[src/rtl/rtl_control_unit.sv]
// Hardwired control unit: runs a three-step fetch, then decodes ir into execute steps T3-T7.
// All strobes are combinational decodes of the current step, ir and (only in branch T5) con_ff.
module rtl_control_unit (
    input  logic        clk,
    input  logic        clr,
    input  logic [31:0] ir,
    input  logic        con_ff,
    output logic [15:0] enable_GPR,
    output logic [15:0] select_E,
    output logic        enable_PC,
    output logic        enable_IR,
    output logic        enable_MAR,
    output logic        enable_MDR,
    output logic        enable_Y,
    output logic        enable_ZLO,
    output logic        select_PC,
    output logic        select_MDR,
    output logic        select_ZLO,
    output logic        select_C,
    output logic        inc_pc,
    output logic [1:0]  read,
    output logic        mem_write,
    output logic [4:0]  alu_op,
    output logic        run,
    output logic [3:0]  state_dbg
);

    typedef enum logic [3:0] {
        S_IDLE, S_T0, S_T1, S_T2, S_T3, S_T4, S_T5, S_T6, S_T7, S_HALT
    } state_t;

    localparam logic [4:0] OP_LD   = 5'b00000;
    localparam logic [4:0] OP_ST   = 5'b00001;
    localparam logic [4:0] OP_ADD  = 5'b00010;
    localparam logic [4:0] OP_SUB  = 5'b00011;
    localparam logic [4:0] OP_AND  = 5'b00100;
    localparam logic [4:0] OP_OR   = 5'b00101;
    localparam logic [4:0] OP_ADDI = 5'b00110;
    localparam logic [4:0] OP_BR   = 5'b00111;
    localparam logic [4:0] OP_HALT = 5'b11111;

    localparam logic [4:0] ALU_ADD = 5'd0;
    localparam logic [4:0] ALU_SUB = 5'd1;
    localparam logic [4:0] ALU_AND = 5'd2;
    localparam logic [4:0] ALU_OR  = 5'd3;

    state_t state, state_next;

    logic [4:0] opcode;
    logic [3:0] ra, rb, rc;
    logic       is_alu, is_addi, is_mem, is_br, is_halt;
    logic       unused_ir_bits;

    assign opcode  = ir[31:27];
    assign ra      = ir[26:23];
    assign rb      = ir[22:19];
    assign rc      = ir[18:15];
    assign is_alu  = (opcode == OP_ADD) || (opcode == OP_SUB) ||
                     (opcode == OP_AND) || (opcode == OP_OR);
    assign is_addi = (opcode == OP_ADDI);
    assign is_mem  = (opcode == OP_LD) || (opcode == OP_ST);
    assign is_br   = (opcode == OP_BR);
    assign is_halt = (opcode == OP_HALT);
    assign unused_ir_bits = ^ir[14:0];
    assign state_dbg = state;

    always_ff @(posedge clk or posedge clr) begin
        if (clr) state <= S_IDLE;
        else     state <= state_next;
    end

    always_comb begin
        state_next = state;
        enable_GPR = 16'h0000;
        select_E   = 16'h0000;
        enable_PC  = 1'b0;
        enable_IR  = 1'b0;
        enable_MAR = 1'b0;
        enable_MDR = 1'b0;
        enable_Y   = 1'b0;
        enable_ZLO = 1'b0;
        select_PC  = 1'b0;
        select_MDR = 1'b0;
        select_ZLO = 1'b0;
        select_C   = 1'b0;
        inc_pc     = 1'b0;
        read       = 2'b00;
        mem_write  = 1'b0;
        alu_op     = ALU_ADD;
        run        = 1'b1;

        case (state)
            S_IDLE: begin
                run        = 1'b0;
                state_next = S_T0;
            end
            S_T0: begin
                select_PC  = 1'b1;
                enable_MAR = 1'b1;
                inc_pc     = 1'b1;
                state_next = S_T1;
            end
            S_T1: begin
                read       = 2'b01;
                enable_MDR = 1'b1;
                state_next = S_T2;
            end
            S_T2: begin
                select_MDR = 1'b1;
                enable_IR  = 1'b1;
                state_next = S_T3;
            end
            S_T3: begin
                if (is_alu || is_addi || is_mem) begin
                    select_E = 16'h0001 << rb;
                    enable_Y = 1'b1;
                end else if (is_br) begin
                    select_PC = 1'b1;
                    enable_Y  = 1'b1;
                end
                if (is_halt)                                state_next = S_HALT;
                else if (is_alu || is_addi || is_mem || is_br) state_next = S_T4;
                else                                        state_next = S_T0;
            end
            S_T4: begin
                // Only the register-register ALU ops take the second operand from rc.
                if (is_alu) begin
                    select_E = 16'h0001 << rc;
                    case (opcode)
                        OP_SUB:  alu_op = ALU_SUB;
                        OP_AND:  alu_op = ALU_AND;
                        OP_OR:   alu_op = ALU_OR;
                        default: alu_op = ALU_ADD;
                    endcase
                end else begin
                    select_C = 1'b1;
                end
                enable_ZLO = 1'b1;
                state_next = S_T5;
            end
            S_T5: begin
                if (is_alu || is_addi) begin
                    select_ZLO = 1'b1;
                    enable_GPR = 16'h0001 << ra;
                end else if (is_mem) begin
                    select_ZLO = 1'b1;
                    enable_MAR = 1'b1;
                end else if (is_br && con_ff) begin
                    select_ZLO = 1'b1;
                    enable_PC  = 1'b1;
                end
                state_next = is_mem ? S_T6 : S_T0;
            end
            S_T6: begin
                if (opcode == OP_ST) begin
                    select_E = 16'h0001 << ra;
                    read     = 2'b00;
                end else begin
                    read     = 2'b01;
                end
                enable_MDR = 1'b1;
                state_next = S_T7;
            end
            S_T7: begin
                if (opcode == OP_ST) begin
                    mem_write = 1'b1;
                end else begin
                    select_MDR = 1'b1;
                    enable_GPR = 16'h0001 << ra;
                end
                state_next = S_T0;
            end
            S_HALT: begin
                run        = 1'b0;
                state_next = S_HALT;
            end
            default: begin
                run        = 1'b0;
                state_next = S_IDLE;
            end
        endcase
    end

endmodule
[config.mk]
export PLATFORM = sky130hd
export DESIGN_NAME = rtl_control_unit
export DESIGN_NICKNAME = d
export VERILOG_FILES = /design/src/rtl/rtl_control_unit.sv
export SDC_FILE = /design/constraint.sdc
export NUM_CORES = 1
export LEC_CHECK = 0
export CAP_MARGIN = 5
export CORE_MARGIN = 3
export CORE_UTILIZATION = 38
export DETAILED_ROUTE_END_ITERATION = 8
export PLACE_DENSITY = 0.95
export SETUP_SLACK_MARGIN = 0.02
export SLEW_MARGIN = 25
export SYNTH_ARGS = -nofsm -noshare
export SYNTH_HDL_FRONTEND = slang
export SYNTH_SLANG_ARGS = --single-unit
[constraint.sdc]
create_clock -name clk -period 3.6 [get_ports clk]
set_input_delay 0.36 -clock clk [delete_from_list [all_inputs] [get_ports clk]]
set_output_delay 0.36 -clock clk [all_outputs]
set_load 0.1 [all_outputs]
==> results of run 1 <==
-- synthesized netlist by cell type (2+ instances only) --
master    count  area [sq um]
nand2_1      11          41.3
xnor2_1       2          17.5
dfrtp_1       4           100
o21ai_0       7          35.0
or2_2         4          25.0
o31a_1        2          17.5
and3_1        4          25.0
or3_1         6          37.5
nand2b_1     10          62.6
a21o_1        2          15.0
nor3_1       10          50.1
nand4b_1      3          26.3
and3b_1       2          17.5
and2_1        4          25.0
a32oi_1       2          17.5
o21a_1        3          22.5
or4_1         8          60.1
buf_4         4          30.0
o211ai_1      3          22.5
a21oi_1       4          20.0
inv_1         3          11.3
nor2_1       18          67.6
a22oi_1       2          15.0
nor3b_1       2          15.0
nor4_1        8          50.1
nor2b_1      11          68.8
nand3_1      16          80.1
nor3_2        4          40.0
clkbuf_1     12          45.0
nand4_1      11          68.8
-- cells in the final DEF, fill, tap and decap left out, drive strengths merged, types with 2 or more instances in the layout --
| master | n |
|---|---|
| nand4b | 3 |
| nor3b | 3 |
| o311ai | 2 |
| nand4 | 11 |
| or4 | 8 |
| clkbuf | 3 |
| nand3 | 16 |
| clkdlybuf4s50 | 23 |
| conb | 4 |
| a22oi | 2 |
| o21ai | 7 |
| dfrtp | 4 |
| buf | 49 |
| nor4 | 8 |
| nand2 | 11 |
| nand2b | 10 |
| and2 | 4 |
| o211ai | 3 |
| xnor2 | 2 |
| a21o | 2 |
| nor2 | 18 |
| or2 | 5 |
| or3 | 7 |
| inv | 4 |
| a32oi | 2 |
| and3b | 2 |
| o21a | 3 |
| and3 | 4 |
| nor2b | 11 |
| a21oi | 4 |
| nor3 | 14 |
| o31a | 2 |
-- cell type report --
| type | count | share of cell area [%] |
|---|---|---|
| Inverter | 4 | 1.29 |
| Clock buffer | 3 | 0.928 |
| Multi-Input combinational cell | 175 | 52.2 |
| Timing Repair Buffer | 72 | 38.6 |
| Sequential cell | 4 | 4.74 |
| Tap cell | 44 | 2.27 |
-- report_power, final --
part	switching [mW]	leakage, nW	total (mW)	internal (mW)
sequential	0.0684	0.0452	0.145	0.0770
combinational	0.801	0.853	1.04	0.238
clock	0.0192	0.0138	0.0566	0.0373
total	0.889	0.912	1.24	0.352
-- through the flow --
| step | hold slack, ns | instances | power [mW] | utilization (%) | TNS (ns) |
|---|---|---|---|---|---|
| floorplan | 0.126 | 201 | 0.968 | - | -0.516 |
| global placement | 0.548 | 299 | 1.16 | 76.3 | 0 |
| detailed placement | 0.559 | 299 | 1.17 | 76.3 | 0 |
| CTS | 0.308 | 302 | 1.24 | 77.0 | 0 |
| global route | 0.318 | 302 | 1.29 | 77.0 | 0 |
| finish | 0.305 | 302 | 1.24 | 77.0 | 0 |
-- kinds of logic after synthesis --
family	synth area share [%]
flops	7.74
xor+xnor	1.35
buf+inv	8.22
compound gates	18.5
other cells	0.290
simple gates	63.9
-- layer usage --
metal	wire length, um	GRT usage, %	part of all wire [%]	vias to the layer above
met5	0	0	0	-
met4	6	4.75	0.12	0
met3	375	4.04	7.4	2
met2	2530	42.9	50	91
met1	2150	32.1	43	823
li1	-	-	-	869
-- worst min-delay path by stage --
| stage | startpoint | endpoint | slack [ns] | depth (start not counted) |
|---|---|---|---|---|
| after detailed placement | clr | state_dbg[2] | 0.56 | 2 |
| final | clr | state_dbg[2] | 0.31 | 2 |
| after floorplan | clr | state_dbg[0] | 0.13 | 1 |
| after global placement | clr | state_dbg[1] | 0.55 | 2 |
| after global routing | clr | state_dbg[1] | 0.32 | 2 |
| after CTS | clr | state_dbg[0] | 0.31 | 2 |
==> flow_summary.ini, run 1 <==
[clocking]
h-tree-depth = 1
clockBufferDepth = 2
clk_pin_slew_ns = 0.04
cts_buffers = 3
post-cts-setup-buffers = 0
cts_hold_buffers = 0
cts-root-buf = clkbuf_4
clk_latency_ns = 0.24
cts-resized-gates = 0
cts_sinks = 4
cts_tree = yes

[logic_synthesis]
syn_area_per_cell_sq_um = 6.53
synth_cells = 198
synth-seq-area-share_pct = 7.74
async_flop_share_pct = 100
yosys_warnings = 0
ys_dominant_reg_cell = dfrtp_1
synth_edf_count = 0
ys_ff_latch = 4
mappedNetlistArea_sq_um = 1290
synth_cell_types = 46

[cells_and_area]
drive_gt1_share_pct = 33.3
final_area_sq_um = 2430
area_growth_pct = 87.6
nFillCells = 232
multiInputGateArea_sq_um = 1270
largest_reg_flops = 4
regArea_sq_um = 115
nets = 295
diodes = 0

[worst_setup_path]
rrSetupSlack_ns = 2.21
cpMaxStageDelayCell = or4b_4
crit_buf_inv = 2
startpoint = ir[31]
cp.required_ns = 3.24
crit_end = enable_GPR[8]
rr_worst_depth = 2
start_kind = primary input
r2r_end = state_dbg[3]
cp_cell_sequence = clkdlybuf4s50_1 > or4b_4 > o32a_4 > or2_1 > nor3_4 > buf_12
path_class = in2out
path_depth = 6
reg2reg_from = state_dbg[3]
worstPathMaxFanout = 8
worstSetupEndpointType = output port
crit_family = simple AND/OR/NAND/NOR gates
cp.arrival_ns = 2.93
slowest_delay_ns = 0.62

[outcome]
status = completed

[placed_design]
dpl.hpwl_um = 4010
pre_cts_slack_ns = 0.322
place_congestion = 0.890
io_buffers = 71
place_area_sq_um = 2400

[drt]
viasPerCell = 5.91
detail_route.wl_per_cell_um = 16.8
postRouteAntennaNets = 0
vias = 1785
wl_um = 5060
drc = 0
first_iter_violations = 147
firstDrtPassIters = 5

[global_routing]
antenna_found_initial = 0
grt.total_usage_pct = 24.7
grt_pass1_wl_um = 8390
grt_max_degree = 17
grt_pass1_vias = 1700
globalRoute.totalOverflow = 0

[die]
core_sq_um = 3150
die_area_sq_um = 4140
initial_core_util_pct = 41.0
die_h_um = 64.4
io_pins = 91
rows = 20
die_w_um = 64.4

[sta]
skew_ns = 0.000279
max_slew_margin_pct = 35.0
fin_crit_sh_pct = 91.4
fin_crit_ns = 3.29
rsz0062_at_grt = false
finalHoldViolCount = 0
fmax_mhz = 304
worst_slack_ns = 0.310
tightestPinTransition_ns = 0.973
drv_slew = 0
setup_viol = 0

[min_path]
hold_class = in2async

[pwr]
ir_drop_v = 0.00110
leakage_nw = 0.912
p_per_area_nw_per_um2 = 511

[flow_run]
maxCapViolations = 0
No activity file was read; power rests on OpenSTA's default activity.
==> run 2: changes to the inputs <==
- CORE_ASPECT_RATIO: not set -> 1.4
- REMOVE_ABC_BUFFERS: not set -> 1
- SKIP_CTS_REPAIR_TIMING: not set -> 1
==> flow_summary.ini, run 2 (same netlist as run 1, synthesis figures left out) <==
[die]
rows = 24
die_w_um = 55.3
io_pins = 91
die_h_um = 75.0
die_area_sq_um = 4150
core_sq_um = 3180
initial_core_util_pct = 40.6

[clocking]
clk_pin_slew_ns = 0.03
cts_buffers = 3
cts-root-buf = clkbuf_8
clockBufferDepth = 2
h-tree-depth = 1
cts_tree = yes
cts_sinks = 4
clk_latency_ns = 0.22

[global_routing]
grt.total_usage_pct = 24.4
globalRoute.totalOverflow = 0
grt_use_met1_pct = 25.3
grt_max_degree = 17
grt_pass1_vias = 1763
grt_pass1_wl_um = 8340
grt_use_met3_pct = 3.43
grt_busiest_layer = met2
grt_util_met2_pct = 48.4
antenna_found_initial = 0

[drt]
vias = 1882
firstDrtPassIters = 5
postRouteAntennaNets = 0
first_iter_violations = 84
detail_route.wl_per_cell_um = 17.7
viasPerCell = 6.34
wl_um = 5270
drc = 0

[cells_and_area]
mostFrequentLayoutCells = buf_12 (31), clkdlybuf4s50_1 (23), nor2_1 (18), buf_4 (18), nand3_1 (16)
area_growth_pct = 77.0
diodes = 0
largest_reg_flops = 4
drive_gt1_share_pct = 26.0
final_common_cell = buf_12
stdcell_count = 297
nets = 295

[worst_setup_path]
path_class = in2out
slowest_delay_ns = 0.61
crit_family = simple AND/OR/NAND/NOR gates
cp.arrival_ns = 2.80
path_depth = 6
startpoint = ir[31]
rr_worst_depth = 3
start_kind = primary input
reg2reg_from = state_dbg[0]
cpMaxStageDelayCell = or4b_4
cp_cell_sequence = clkdlybuf4s50_1 > or4b_4 > o32a_4 > or2_1 > nor3b_2 > buf_12
worstPathMaxFanout = 8
crit_buf_inv = 2
cp.required_ns = 3.24
worstSetupEndpointType = output port

[sta]
fin_crit_sh_pct = 87.9
skew_ns = 0.00159
max_slew_margin_pct = 33.5
drv_slew = 0
fin_crit_ns = 3.16
finalHoldViolCount = 0
rsz0062_at_grt = false
setup_viol = 0
worst_slack_ns = 0.436
fmax_mhz = 316
tightestPinTransition_ns = 0.994

[outcome]
status = completed

[pwr]
ir_drop_v = 0.000745
leakage_nw = 0.833
p_per_area_nw_per_um2 = 543

[min_path]
hold_class = in2async

[placed_design]
placed_cells = 294
io_buffers = 71
dpl.hpwl_um = 4130
place_congestion = 0.924
pre_cts_slack_ns = 0.455

[flow_run]
maxCapViolations = 0
-- run 2: metrics by stage --
stage	TNS (ns)	total power, mW	hold WS [ns]	utilization [%]	area (sq um)
2_1_floorplan	-29.01	0.906	0.126	-	1210
3_3_place_gp	0	1.12	0.551	70.6	2250
3_5_place_dp	0	1.13	0.587	70.6	2250
4_1_cts	0	1.24	0.356	71.9	2290
5_1_grt	0	1.29	0.390	71.9	2290
6_report	0	1.24	0.348	71.9	2290
-- run 2: final cells by class --
class	instances	area, sq um
Multi-Input combinational cell	175	1100
Tap cell	39	48.8
Clock buffer	3	41.3
Inverter	4	15.0
Sequential cell	4	100
Fill cell	244	893
Timing Repair Buffer	72	986
-- run 2: report_power, final --
part,switching [mW],internal [mW]
Clock,0.0268,0.0716
Combinational,0.784,0.230
Sequential,0.0670,0.0634
Total,0.878,0.365
-- run 2: path summary, 6_finish.rpt --
path / endpoint / slack [ns]
max: enable_GPR[0] / 0.44
min: state_dbg[2] / 0.35
max reg2reg: state_dbg[2] / 2.13
min reg2reg: state_dbg[1] / 0.75
max in group asynchronous: state_dbg[1] / 3.09
min in group clk: state_dbg[1] / 0.75
-- run 2: routing by layer --
metal	wire length, um	part of all wire, %
met5	0	0
met3	402	7.6
met4	212	4.0
met1	1810	34
met2	2840	54
==> run 3: changes to the inputs <==
- CAP_MARGIN: 5 -> 15
==> results of run 3 <==
Same layout as run 2: the final DEF is identical, and so are final timing and power.
